## config.mk

```make
export PLATFORM = sky130hd
export DESIGN_NAME = mult_div_unit
export DESIGN_NICKNAME = d
export VERILOG_FILES = /design/src/rtl/mult_div_unit.sv
export SDC_FILE = /design/constraint.sdc
export NUM_CORES = 1
export LEC_CHECK = 0
export ABC_AREA = 1
export BUFFER_PORTS_ARGS = -buffer_cell sky130_fd_sc_hd__buf_2
export CELL_PAD_IN_SITES_DETAIL_PLACEMENT = 0
export CELL_PAD_IN_SITES_GLOBAL_PLACEMENT = 1
export CORE_ASPECT_RATIO = 1.4
export CORE_UTILIZATION = 40
export DETAILED_ROUTE_END_ITERATION = 8
export PLACE_DENSITY_LB_ADDON = 0.1
export SYNTH_ARGS = -nofsm -noshare
export SYNTH_HDL_FRONTEND = slang
export SYNTH_SLANG_ARGS = --single-unit
```

## constraint.sdc

```tcl
create_clock -name i_clk -period 3.4 [get_ports i_clk]
set_clock_uncertainty 0.2 [all_clocks]
set_input_delay 0.17 -clock i_clk [delete_from_list [all_inputs] [get_ports i_clk]]
set_output_delay 0.17 -clock i_clk [all_outputs]
set_load 0.02 [all_outputs]
```

## src/rtl/mult_div_unit.sv

```systemverilog
// rtl/mult_div_unit.sv - iterative multiply/divide unit with architectural HI/LO registers
// One setup cycle takes operand magnitudes, then WIDTH shift-add or restoring-divide steps.
module mult_div_unit #(
   parameter int WIDTH = 32
) (
   input  logic             i_clk,
   input  logic             i_rst_n,
   input  logic             i_start,
   input  logic [1:0]       i_op,
   input  logic [WIDTH-1:0] i_operand_a,
   input  logic [WIDTH-1:0] i_operand_b,
   input  logic             i_hi_we,
   input  logic             i_lo_we,
   input  logic [WIDTH-1:0] i_wdata,
   output logic             o_busy,
   output logic             o_done,
   output logic [WIDTH-1:0] o_hi,
   output logic [WIDTH-1:0] o_lo
);

   localparam int CW = $clog2(WIDTH);
   localparam logic [CW-1:0] C_LAST = CW'(WIDTH - 1);
   localparam logic [CW-1:0] C_ONE  = CW'(1);

   typedef enum logic [1:0] {S_IDLE, S_CALC, S_DONE} state_t;

   state_t           r_state;
   logic             r_busy;
   logic             r_done;
   logic             r_prep;
   logic [CW-1:0]    r_count;
   logic             r_is_div;
   logic             r_sgn;
   logic             r_neg_q;
   logic             r_neg_r;
   logic [WIDTH-1:0] r_a;
   logic [WIDTH-1:0] r_b;
   logic [WIDTH-1:0] r_mb;
   logic [WIDTH-1:0] r_acc;
   logic [WIDTH-1:0] r_q;
   logic [WIDTH-1:0] r_hi;
   logic [WIDTH-1:0] r_lo;

   logic [WIDTH-1:0]   w_abs_a;
   logic [WIDTH-1:0]   w_abs_b;
   logic [WIDTH:0]     w_mul_sum;
   logic [WIDTH-1:0]   w_mul_acc;
   logic [WIDTH-1:0]   w_mul_q;
   logic [2*WIDTH-1:0] w_prod;
   logic [2*WIDTH-1:0] w_prod_s;
   logic [WIDTH:0]     w_div_sh;
   logic               w_div_ok;
   logic [WIDTH-1:0]   w_div_sub;
   logic [WIDTH-1:0]   w_div_acc;
   logic [WIDTH-1:0]   w_div_q;
   logic [WIDTH-1:0]   w_quo;
   logic [WIDTH-1:0]   w_rem;

   assign w_abs_a = (r_sgn && r_a[WIDTH-1]) ? -r_a : r_a;
   assign w_abs_b = (r_sgn && r_b[WIDTH-1]) ? -r_b : r_b;

   // Multiply step: conditionally add multiplicand to the upper half, then shift {acc,q} right.
   assign w_mul_sum = {1'b0, r_acc} + (r_q[0] ? {1'b0, r_mb} : {(WIDTH+1){1'b0}});
   assign w_mul_acc = w_mul_sum[WIDTH:1];
   assign w_mul_q   = {w_mul_sum[0], r_q[WIDTH-1:1]};
   assign w_prod    = {w_mul_acc, w_mul_q};
   assign w_prod_s  = r_neg_q ? -w_prod : w_prod;

   // Restoring divide step: shift in next dividend bit, subtract divisor when it fits.
   assign w_div_sh  = {r_acc, r_q[WIDTH-1]};
   assign w_div_ok  = (w_div_sh >= {1'b0, r_mb});
   assign w_div_sub = w_div_sh[WIDTH-1:0] - r_mb;
   assign w_div_acc = w_div_ok ? w_div_sub : w_div_sh[WIDTH-1:0];
   assign w_div_q   = {r_q[WIDTH-2:0], w_div_ok};
   assign w_quo     = r_neg_q ? -w_div_q : w_div_q;
   assign w_rem     = r_neg_r ? -w_div_acc : w_div_acc;

   always_ff @(posedge i_clk or negedge i_rst_n) begin
      if (!i_rst_n) begin
         r_state  <= S_IDLE;
         r_busy   <= 1'b0;
         r_done   <= 1'b0;
         r_prep   <= 1'b0;
         r_count  <= '0;
         r_is_div <= 1'b0;
         r_sgn    <= 1'b0;
         r_neg_q  <= 1'b0;
         r_neg_r  <= 1'b0;
         r_a      <= '0;
         r_b      <= '0;
         r_mb     <= '0;
         r_acc    <= '0;
         r_q      <= '0;
         r_hi     <= '0;
         r_lo     <= '0;
      end else begin
         r_done <= 1'b0;
         case (r_state)
            S_IDLE, S_DONE: begin
               if (i_start) begin
                  r_state  <= S_CALC;
                  r_busy   <= 1'b1;
                  r_prep   <= 1'b1;
                  r_count  <= '0;
                  r_a      <= i_operand_a;
                  r_b      <= i_operand_b;
                  r_is_div <= i_op[1];
                  r_sgn    <= ~i_op[0];
                  r_neg_q  <= ~i_op[0] & (i_operand_a[WIDTH-1] ^ i_operand_b[WIDTH-1]);
                  r_neg_r  <= i_op[1] & ~i_op[0] & i_operand_a[WIDTH-1];
               end else begin
                  r_state <= S_IDLE;
                  if (i_hi_we) r_hi <= i_wdata;
                  if (i_lo_we) r_lo <= i_wdata;
               end
            end
            S_CALC: begin
               if (r_prep) begin
                  r_prep <= 1'b0;
                  r_acc  <= '0;
                  r_q    <= r_is_div ? w_abs_a : w_abs_b;
                  r_mb   <= r_is_div ? w_abs_b : w_abs_a;
               end else begin
                  r_acc <= r_is_div ? w_div_acc : w_mul_acc;
                  r_q   <= r_is_div ? w_div_q : w_mul_q;
                  if (r_count == C_LAST) begin
                     r_state <= S_DONE;
                     r_busy  <= 1'b0;
                     r_done  <= 1'b1;
                     if (!r_is_div) begin
                        {r_hi, r_lo} <= w_prod_s;
                     end else if (r_b == '0) begin
                        r_hi <= r_a;
                        r_lo <= '1;
                     end else begin
                        r_hi <= w_rem;
                        r_lo <= w_quo;
                     end
                  end else begin
                     r_count <= r_count + C_ONE;
                  end
               end
            end
            default: begin
               r_state <= S_IDLE;
               r_busy  <= 1'b0;
            end
         endcase
      end
   end

   assign o_busy = r_busy;
   assign o_done = r_done;
   assign o_hi   = r_hi;
   assign o_lo   = r_lo;

endmodule

```

==> summary.txt <==
Run status
  • Outcome: finished with violations
  • Failing checks: negative hold slack, negative setup slack

Clock network
  • CTS H-tree lvls: 1
  • Clk slew on worst S/H paths: 70 ps
  • Clock Tree Buf Depth: 3
  • Clk sinks: 238
  • TritonCTS Buffers: 29
  • Clock latency on the worst-skew pair: 620 ps
  • Root buffer cell: clkbuf_16
  • CTS tree: done

Floorplanning
  • Starting Density: 40.5%
  • Total Die Area: 0.0560 mm2
  • Die width: 200 um
  • Die height: 280 um
  • I/O Pins: 169
  • FP Rows: 101
  • CORE AREA: 0.0543 mm2

Logic synthesis
  • Area leader, netlist: dfrtp_1
  • Sequential area share after synthesis: 27.1%
  • Yosys warns: 0
  • Synth top area share: 27.1%
  • Cells after synthesis: 3,552
  • Top post-synthesis cells by area: dfrtp_1, nand2_1, inv_1, nor2_1, o21ai_0
  • EDFF count, synth: 0
  • Async S/R FF share, synth: 100%
  • Prevailing post-synth register cell: dfrtp_1
  • Synth Register Bits: 238
  • Mean post-synth cell area: 6.20 um2
  • Syn Nets: 3,728
  • Synth Cell Area: 0.0220 mm2
  • Synth unique cells: 59

GRT
  • GRT Util Overall: 44.5%
  • Largest net degree at the start of global routing: 103
  • GR Overflow Total: 0
  • Initial antenna violation count: 7
  • First-pass GRT wire length: 184,000 um
  • Vias in the first global route: 29,600

Routing
  • Vias post-DR: 29,900
  • Total wire length: 128,000 um
  • Antenna Nets Post-Route: 0
  • Residual DRC count: 0
  • Number of DRC markers in iteration 0: 2,685
  • Routed len/inst: 24.1 um
  • First drt pass iteration count: 9
  • Routed vias/inst: 5.62

Timing
  • F_max: 0.259 GHz
  • Min Hold Slack: -2.55 ps
  • Final Hold Viols: 3
  • RSZ-0062 raised after global routing: true
  • Fin crit share: 114%
  • Fin. max-slew vios: 0
  • Final setup viols: 39
  • Total Neg Setup Slack: -8330 ps
  • Rel. slew slack: 13.3%
  • Slew @ Worst Pin: 1290 ps
  • Post-layout min period: 3860 ps
  • Final setup margin: -461 ps

Place
  • Port Buffers: 168
  • Worst slack, placed: -961 ps
  • Routability cong.: 1.12
  • DP Area: 0.0287 mm2
  • HPWL after DPL: 97,800 um

Cells and area
  • Final Cell Area: 0.0353 mm2
  • Fraction of layout cells with a size suffix above 1: 37.2%
  • P&R area growth vs syn: 60.4%
  • Most common cell after layout, fill and taps aside: nand2_1
  • Most frequent cells in the layout: nand2_1, buf_4, inv_1
  • Fin nets: 4,748

Run
  • Max Cap Viol: 0

Critical path
  • Critical Path RT: 3670 ps
  • Crit path kind: register to register
  • CP Capture Type: register
  • CP Launch Type: register
  • Critical path arrival: 4130 ps
  • Max Fanout on Critical Path: 2

Hold path
  • Hold/Removal Path Class: input pin to asynchronous set/reset pin
metal layers:
layer	share of wire, %	global-route usage, %	vias up
met5	0.018	0	-
met4	13	47.4	4
met3	7.0	7.45	631
met2	46	74.3	1626
met1	34	45.9	14000
li1	-	-	13600
sequential cells by signal, indices dropped and copies added (netlist names):
register  flops
r_b          32
r_mb         32
r_neg_q       1
r_count       5
o_done        1
r_q          32
r_neg_r       1
r_acc        32
r_is_div      1
r_prep        1
o_lo         32
r_sgn         1
o_hi         32
r_a          32
o_busy        1
r_state       2
path summary, 6_finish.rpt:
path / from / end / slack [ps] / cells after the start
max: r_mb[0] / o_hi[21] / -460 / 27
min reg2reg: r_count[2] / r_count[2] / 310 / 1
min: i_rst_n / r_mb[17] / -3 / 2
min in group i_clk: i_operand_b[27] / r_b[27] / 100 / 4
max in group asynchronous: i_rst_n / o_lo[24] / 1980 / 3
max reg2reg: r_mb[0] / o_hi[21] / -460 / 27
cells by family (layout without fill, tap and decap cells):
family | Yosys count | after routing | synth area share [%]
simple gates | 1837 | 1838 | 35.1
compound gates | 674 | 674 | 17.7
buf+inv | 603 | 1644 | 10.8
flops | 238 | 238 | 27.1
xor+xnor | 126 | 126 | 5.01
fa+ha+maj | 73 | 73 | 4.22
mux | 1 | 1 | 0.0455
other cells | 0 | 2 | 0
cell usage after synthesis (all sizes together) (2+ instances only):
library cell,n
clkinv,3
a21o,6
o31ai,8
nand4,41
a32oi,6
a32o,9
nor3,44
xnor2,15
o311ai,6
fa,2
o211ai,19
nand2,1057
nor4,14
inv,455
nand3,222
nand3b,10
and2,4
or2,7
xor2,111
a21boi,2
buf,43
nor2,435
a22oi,5
o2111ai,3
o21a,4
o22ai,38
a31oi,40
o21bai,7
a21oi,179
o221ai,40
o21ai,300
clkbuf,102
ha,71
dfrtp,238
worst max-delay path, cell delays in order (launching register included):
cell and delay [ps]:
dfrtp_1 380, buf_6 130, nand2_2 50, inv_2 60, ha_4 130, inv_2 40
fa_2 560, inv_2 60, nor2_4 110, buf_4 120, buf_4 90, buf_4 90
buf_4 90, buf_4 90, buf_4 110, nand2_4 60, inv_2 50, nand2_2 70
nor3_4 210, nand2_2 110, nor2_2 130, nand3_2 110, nand2_1 120, o22ai_1 100
a21oi_2 230, nand2_1 90, nand2_1 70, a21oi_2 60
through the flow:
step / std cells / utilization [%]
6_report: 5317 / 65.0
5_1_grt: 5316 / 65.0
4_1_cts: 5262 / 61.3
3_5_place_dp: 5020 / 52.9
3_3_place_gp: 5020 / 52.9
2_1_floorplan: 3552 / -
final cells by class:
cell class,count,area [um2]
timing repair buffer,1133,8980
sequential,238,5970
antenna,2,5.00
tap,721,902
clock inverter,17,287
clock buffer,36,792
multi-input combinational,2712,16600
inverter,458,1740
fill,4892,19000
what timing repair did:
| item | in CTS | in global routing |
|---|---|---|
| pin swaps | 126 | 158 |
| hold endpoints to repair | 231 | 0 |
| hold buffers | 114 | 0 |
| setup endpoints to repair | 64 | 87 |
| buffers inserted | 74 | 62 |
| gates cloned | 4 | 1 |
| resized for setup | 444 | 380 |
Power is not shown: default switching activity piles up to over one toggle a cycle in this logic, so the estimate is an artifact.
